--- config.mk ---
export PLATFORM = sky130hd
export DESIGN_NAME = dircc_processing_mem_msg_reader
export DESIGN_NICKNAME = d
export VERILOG_FILES = /design/src/rtl/dircc_processing_mem_msg_reader.sv
export SDC_FILE = /design/constraint.sdc
export NUM_CORES = 1
export LEC_CHECK = 0
export ABC_CLOCK_PERIOD_IN_PS = 5250
export BUFFER_PORTS_ARGS = -buffer_cell sky130_fd_sc_hd__buf_2
export CORE_ASPECT_RATIO = 1.2
export CORE_UTILIZATION = 30
export DETAILED_ROUTE_END_ITERATION = 16
export GPL_ROUTABILITY_DRIVEN = 1
export MAX_ROUTING_LAYER = met4
export PLACE_DENSITY = 0.49
export SYNTH_ARGS = -nofsm -noshare
export SYNTH_HDL_FRONTEND = slang
export SYNTH_SLANG_ARGS = --single-unit
--- constraint.sdc ---
create_clock -name clk -period 5.25 [get_ports clk]
set_input_delay 0.2625 -clock clk [delete_from_list [all_inputs] [get_ports clk]]
set_output_delay 0.2625 -clock clk [all_outputs]
set_load 0.02 [all_outputs]
--- src/rtl/dircc_processing_mem_msg_reader.sv ---
// Drains a descriptor-defined run of halfwords from processing memory port s2
// and emits it as one Avalon-ST packet; CSR slave holds descriptor, control and status.
module dircc_processing_mem_msg_reader #(
  parameter int ADDR_W     = 15,
  parameter int MEM_WORDS  = 20480,
  parameter int LEN_W      = 10,
  parameter int FIFO_DEPTH = 4
) (
  input  logic              clk,
  input  logic              reset_n,
  input  logic [1:0]        csr_address,
  input  logic              csr_read,
  input  logic              csr_write,
  input  logic [31:0]       csr_writedata,
  output logic [31:0]       csr_readdata,
  output logic              irq,
  output logic [ADDR_W-1:0] mem_address,
  output logic              mem_chipselect,
  output logic              mem_write,
  output logic [1:0]        mem_byteenable,
  output logic [15:0]       mem_writedata,
  output logic              mem_clken,
  input  logic [15:0]       mem_readdata,
  output logic [15:0]       tx_data,
  output logic              tx_valid,
  input  logic              tx_ready,
  output logic              tx_sop,
  output logic              tx_eop
);
  // Stream handshake: a beat transfers on any cycle with tx_valid & tx_ready;
  // while tx_valid is high and tx_ready low, data/sop/eop are held unchanged.

  localparam int PW = $clog2(FIFO_DEPTH);
  localparam int CW = PW + 1;

  localparam logic [1:0] ST_IDLE  = 2'd0;
  localparam logic [1:0] ST_FETCH = 2'd1;
  localparam logic [1:0] ST_DRAIN = 2'd2;

  logic [1:0]        state;
  logic [ADDR_W-1:0] start_reg;
  logic [ADDR_W-1:0] rd_addr;
  logic [ADDR_W-1:0] next_addr;
  logic [LEN_W-1:0]  length_reg;
  logic [LEN_W-1:0]  issue_cnt;
  logic [LEN_W-1:0]  beat_cnt;
  logic              irq_en;
  logic              done;
  logic              err;
  logic              inflight;
  logic              sop_pending;

  logic [15:0]       fifo_mem [FIFO_DEPTH];
  logic [PW-1:0]     wr_ptr;
  logic [PW-1:0]     rd_ptr;
  logic [CW-1:0]     fifo_count;
  logic [CW:0]       credit_used;

  logic busy;
  logic go_req;
  logic go_ok;
  logic go_bad;
  logic issue;
  logic fifo_empty;
  logic pop;
  logic last_beat;
  logic done_set;
  logic status_w1c;
  logic unused_wdata;

  assign busy        = (state != ST_IDLE);
  assign go_req      = csr_write && (csr_address == 2'd2) && csr_writedata[0];
  assign go_ok       = go_req && !busy && (length_reg != '0);
  assign go_bad      = go_req && !go_ok;
  assign status_w1c  = csr_write && (csr_address == 2'd3);

  // Entries already buffered plus the one read still returning from memory.
  assign credit_used = {1'b0, fifo_count} + {{CW{1'b0}}, inflight};
  assign issue       = (state == ST_FETCH) && (credit_used < (CW+1)'(FIFO_DEPTH));
  assign next_addr   = (rd_addr == ADDR_W'(MEM_WORDS - 1)) ? '0 : rd_addr + ADDR_W'(1);

  assign fifo_empty  = (fifo_count == '0);
  assign pop         = !fifo_empty && tx_ready;
  assign last_beat   = pop && (beat_cnt == LEN_W'(1));
  assign done_set    = (state == ST_DRAIN) && last_beat;

  assign mem_chipselect = issue;
  assign mem_address    = rd_addr;
  assign mem_write      = 1'b0;
  assign mem_byteenable = 2'b11;
  assign mem_writedata  = 16'h0000;
  assign mem_clken      = 1'b1;

  assign tx_valid = !fifo_empty;
  assign tx_data  = tx_valid ? fifo_mem[rd_ptr] : 16'h0000;
  assign tx_sop   = tx_valid && sop_pending;
  assign tx_eop   = tx_valid && (beat_cnt == LEN_W'(1));
  assign irq      = done && irq_en;

  assign unused_wdata = ^csr_writedata[31:ADDR_W];

  always_ff @(posedge clk) begin
    if (!reset_n) begin
      state       <= ST_IDLE;
      rd_addr     <= '0;
      issue_cnt   <= '0;
      beat_cnt    <= '0;
      sop_pending <= 1'b0;
      inflight    <= 1'b0;
    end else begin
      inflight <= issue;
      if (pop) begin
        beat_cnt    <= beat_cnt - LEN_W'(1);
        sop_pending <= 1'b0;
      end
      case (state)
        ST_IDLE: begin
          if (go_ok) begin
            rd_addr     <= start_reg;
            issue_cnt   <= length_reg;
            beat_cnt    <= length_reg;
            sop_pending <= 1'b1;
            state       <= ST_FETCH;
          end
        end
        ST_FETCH: begin
          if (issue) begin
            rd_addr   <= next_addr;
            issue_cnt <= issue_cnt - LEN_W'(1);
            if (issue_cnt == LEN_W'(1)) state <= ST_DRAIN;
          end
        end
        ST_DRAIN: begin
          if (last_beat) state <= ST_IDLE;
        end
        default: state <= ST_IDLE;
      endcase
    end
  end

  // Read data returns exactly one cycle after the request, so inflight marks the write.
  always_ff @(posedge clk) begin
    if (!reset_n) begin
      wr_ptr     <= '0;
      rd_ptr     <= '0;
      fifo_count <= '0;
    end else begin
      if (inflight) wr_ptr <= wr_ptr + PW'(1);
      if (pop)      rd_ptr <= rd_ptr + PW'(1);
      case ({inflight, pop})
        2'b10:   fifo_count <= fifo_count + CW'(1);
        2'b01:   fifo_count <= fifo_count - CW'(1);
        default: fifo_count <= fifo_count;
      endcase
    end
  end

  always_ff @(posedge clk) begin
    if (inflight) fifo_mem[wr_ptr] <= mem_readdata;
  end

  always_ff @(posedge clk) begin
    if (!reset_n) begin
      start_reg    <= '0;
      length_reg   <= '0;
      irq_en       <= 1'b0;
      done         <= 1'b0;
      err          <= 1'b0;
      csr_readdata <= '0;
    end else begin
      if (csr_write && !busy && (csr_address == 2'd0)) start_reg  <= csr_writedata[ADDR_W-1:0];
      if (csr_write && !busy && (csr_address == 2'd1)) length_reg <= csr_writedata[LEN_W-1:0];
      if (csr_write && (csr_address == 2'd2))          irq_en     <= csr_writedata[1];

      // A completing packet outranks a simultaneous clear from software.
      if (done_set)                              done <= 1'b1;
      else if (go_ok)                            done <= 1'b0;
      else if (status_w1c && csr_writedata[1])   done <= 1'b0;

      if (go_bad)                                err <= 1'b1;
      else if (status_w1c && csr_writedata[2])   err <= 1'b0;

      if (csr_read) begin
        case (csr_address)
          2'd0:    csr_readdata <= {{(32-ADDR_W){1'b0}}, start_reg};
          2'd1:    csr_readdata <= {{(32-LEN_W){1'b0}}, length_reg};
          2'd2:    csr_readdata <= {30'b0, irq_en, 1'b0};
          default: csr_readdata <= {29'b0, err, done, busy};
        endcase
      end
    end
  end

  a_no_fifo_overflow: assert property (@(posedge clk) disable iff (!reset_n)
    !(inflight && (fifo_count == CW'(FIFO_DEPTH))));

endmodule

==> results by group <==
Logic synthesis
  – Cells after Synth: between 600 and 700
  – Main synth FF type: dfxtp_1
  – Post-synth EDFFs: between 60 and 70
  – Synthesized flop and latch total: roughly 160
  – Share of the yosys chip area belonging to registers: a little over half
  – Async SR Flop Fraction: 0%
  – Synth Cell Area: 0.00714 mm^2
  – Syn Area/Cell: between 10 and 15 um^2
  – Post-synth cell types: 57
  – Syn. warnings: 0

Timing
  – Slew headroom: 36.1%
  – Minimum clock period: approximately 2.6 ns
  – Least-Margin Pin Slew: 0.959 ns
  – Finish-stage setup viols: 0
  – Hold Fails Final Rpt: 0
  – RSZ-0062 raised after global routing: no
  – Total negative slack: 0 ns
  – Final Max Tran Viols: 0
  – Final WS setup: ~2.6 ns
  – Tcrit/Tclk final: approximately half
  – Final hold slack: roughly 0.049 ns
  – Peak Freq: 0.380 GHz
  – Clock skew: between 0.01 and 0.015 ns

Die
  – Die width: 143 um
  – Core ar.: ~0.023 mm^2
  – Die area: roughly 0.024 mm^2
  – Die height: between 150 and 200 um
  – I/O pin cnt: roughly 140
  – Starting Density: 30.7%
  – # rows: between 60 and 70

Layout
  – Fraction of layout cells with a size suffix above 1: approximately 20%
  – Nets: between 800 and 900
  – Area delta synth->final: 15.4%
  – Storage element area: around 0.0037 mm^2
  – Largest register by flop count: fifo_mem
  – Max FFs per register: 64
  – Core Util, Final: a little over a third
  – Multi-input gate area: between 0.002 and 0.003 mm^2
  – Fill cells: approximately 2400

Drt
  – Drc violations: 0
  – Vias/cell: roughly 4.7
  – Post-DR wirelength/cell: 15.3 um
  – Post-route ant nets: 0
  – Post-Route WL: 16500 um
  – DR vias: slightly above 5000
  – Detailed Route Iter0 Violations: approximately 180
  – Detailed Routing Iterations Pass 1: 4

Critical path
  – WP data arrival: ~3 ns
  – CP required: 5.59 ns
  – R2R Setup Slk: around 2.6 ns
  – Crit path max fanout: 20
  – Worst setup SP type: flip-flop
  – CP Class: reg -> reg
  – Worst setup EP type: flip-flop

Clock network
  – CTS root buffer: clkbuf_16
  – CTS buffer count: 17
  – Worst-path clk slew: 0.07 ns
  – Clock sinks: between 150 and 200
  – CTS resizes: 0
  – TritonCTS clock tree: built
  – # Post-CTS Setup Buffers: 0
  – Max clock buf depth: 2
  – CTS H-tree lvls: 4
  – Hold-fix buffers, CTS: 0
  – Skew-Pair Late Insertion Delay: 0.42 ns

GRT
  – Vias in the first global route: 4979
  – Largest net degree at the start of global routing: just over 60
  – Total GRT Usage: approximately 15%
  – Total gr overflow: 0
  – Global-route wire length before repair: around 26000 um
  – Antenna violations before repair: 1

Job
  – Max-cap violations: 0

Power
  – Final Power: between 2 and 3 mW
  – Peak supply drop: ~0.25 mV
  – PwrDens: 323 mW/mm^2
  – Leakage power: 3.06 nW

Placement
  – Port Buffers: between 80 and 90
  – Hpwl dp: approximately 11000 um
  – Gpl congestion: about 0.74
  – Post-place setup slack: about 2.6 ns

Worst hold path
  – Worst Hold Class: in -> reg

Outcome
  – Status: completed
==> layout make-up <==
cell class	count	share of cell area (%)
clock inverters	14	1.69
clock buffers	18	5.21
flip-flops and latches	155	45.4
multi-input cells	472	36.4
inverters	17	0.790
diodes	1	0.0304
well taps	315	4.78
repair buffers	92	5.71
==> stage by stage <==
step	cells	area, um^2
floorplan	723	7270
global placement	1051	7670
detailed placement	1051	7670
CTS	1083	8240
global route	1084	8240
finish	1084	8240
==> worst max-delay path, stage by stage (launching register included) <==
cell and delay, ns:
dfxtp_1 0.42, or3_1 0.55, nand2_2 0.19, clkinv_2 0.18, ha_1 0.20, inv_1 0.06
fa_1 0.37, xor2_1 0.16, or3_1 0.30, a21oi_1 0.14
==> cells by family after synthesis <==
group | share of synthesized area [%]
buffers and inverters | 7.59
AND/OR/NAND/NOR | 15.6
XOR/XNOR | 1.72
other | 0.105
AO/OA/AOI/OAI | 12.0
adder cells (fa/ha/maj) | 2.03
flip-flops | 52.4
multiplexers | 8.46
==> report_power, final <==
part	switching (mW)	internal, mW	total (mW)
registers	0.0197	1.27	1.29
logic	0.126	0.0597	0.186
clock network	0.522	0.663	1.19
==> placed cells by master, fill, tap and decap left out, types with 7 or more instances in the layout <==
| cell type | synthesis | layout |
|---|---|---|
| a211oi_1 | 7 | 7 |
| a21oi_1 | 64 | 64 |
| and2_1 | 25 | 25 |
| buf_2 | 9 | 88 |
| clkbuf_16 | 0 | 17 |
| conb_1 | 2 | 37 |
| dfxtp_1 | 91 | 91 |
| edfxtp_1 | 64 | 64 |
| ha_1 | 10 | 10 |
| inv_1 | 16 | 15 |
| mux2i_1 | 21 | 21 |
| mux4_2 | 17 | 17 |
| nand2_1 | 70 | 70 |
| nand3_1 | 12 | 12 |
| nand4_1 | 12 | 12 |
| nor2_1 | 69 | 69 |
| nor3_1 | 8 | 8 |
| nor4_1 | 8 | 8 |
| o21ai_0 | 14 | 14 |
| o31ai_1 | 7 | 7 |
| xnor2_1 | 7 | 7 |
| xor2_1 | 7 | 7 |
==> synthesized netlist by cell type (all sizes together) (2+ instances only) <==
cell / instances / area share, %
dfxtp: 91 / 26
nand2: 71 / 3.8
nor2: 70 / 3.7
a21oi: 65 / 4.6
edfxtp: 64 / 27
buf: 52 / 5.3
clkbuf: 27 / 1.4
and2: 25 / 2.2
mux2i: 21 / 2.9
mux4: 17 / 5.4
inv: 16 / 0.84
o21ai: 14 / 0.98
nand4: 13 / 1.2
nand3: 12 / 0.84
ha: 10 / 1.8
nor3: 10 / 0.84
nor4: 8 / 0.70
a211oi: 7 / 0.74
o31ai: 7 / 0.74
xnor2: 7 / 0.86
xor2: 7 / 0.86
a22oi: 5 / 0.53
a31oi: 5 / 0.44
nand2b: 5 / 0.44
o211ai: 5 / 0.53
o22ai: 5 / 0.44
o31a: 5 / 0.61
a21o: 4 / 0.42
and3: 4 / 0.35
nor2b: 4 / 0.35
o32ai: 4 / 0.49
nor3b: 3 / 0.32
or2: 3 / 0.26
or3: 3 / 0.26
a221oi: 2 / 0.25
and4: 2 / 0.25
conb: 2 / 0.11
o221a: 2 / 0.32
o41ai: 2 / 0.25
==> worst paths after layout <==
kind	end	startpoint	cells after the start
max	fifo_count[2]	fifo_count[2]	9
min	fifo_mem[0][13]	mem_readdata[13]	1
max reg2reg	fifo_count[2]	fifo_count[2]	9
min reg2reg	csr_readdata[12]	csr_readdata[12]	2
==> metal layers <==
metal  track usage, %  wire length (um)  share of wire [%]
met5                -                 0                  0
met4             4.16               128               0.77
met3             3.61               636                3.8
met2             25.3              8530                 52
met1             16.5              7240                 44
No activity file was read; power rests on OpenSTA's default activity.
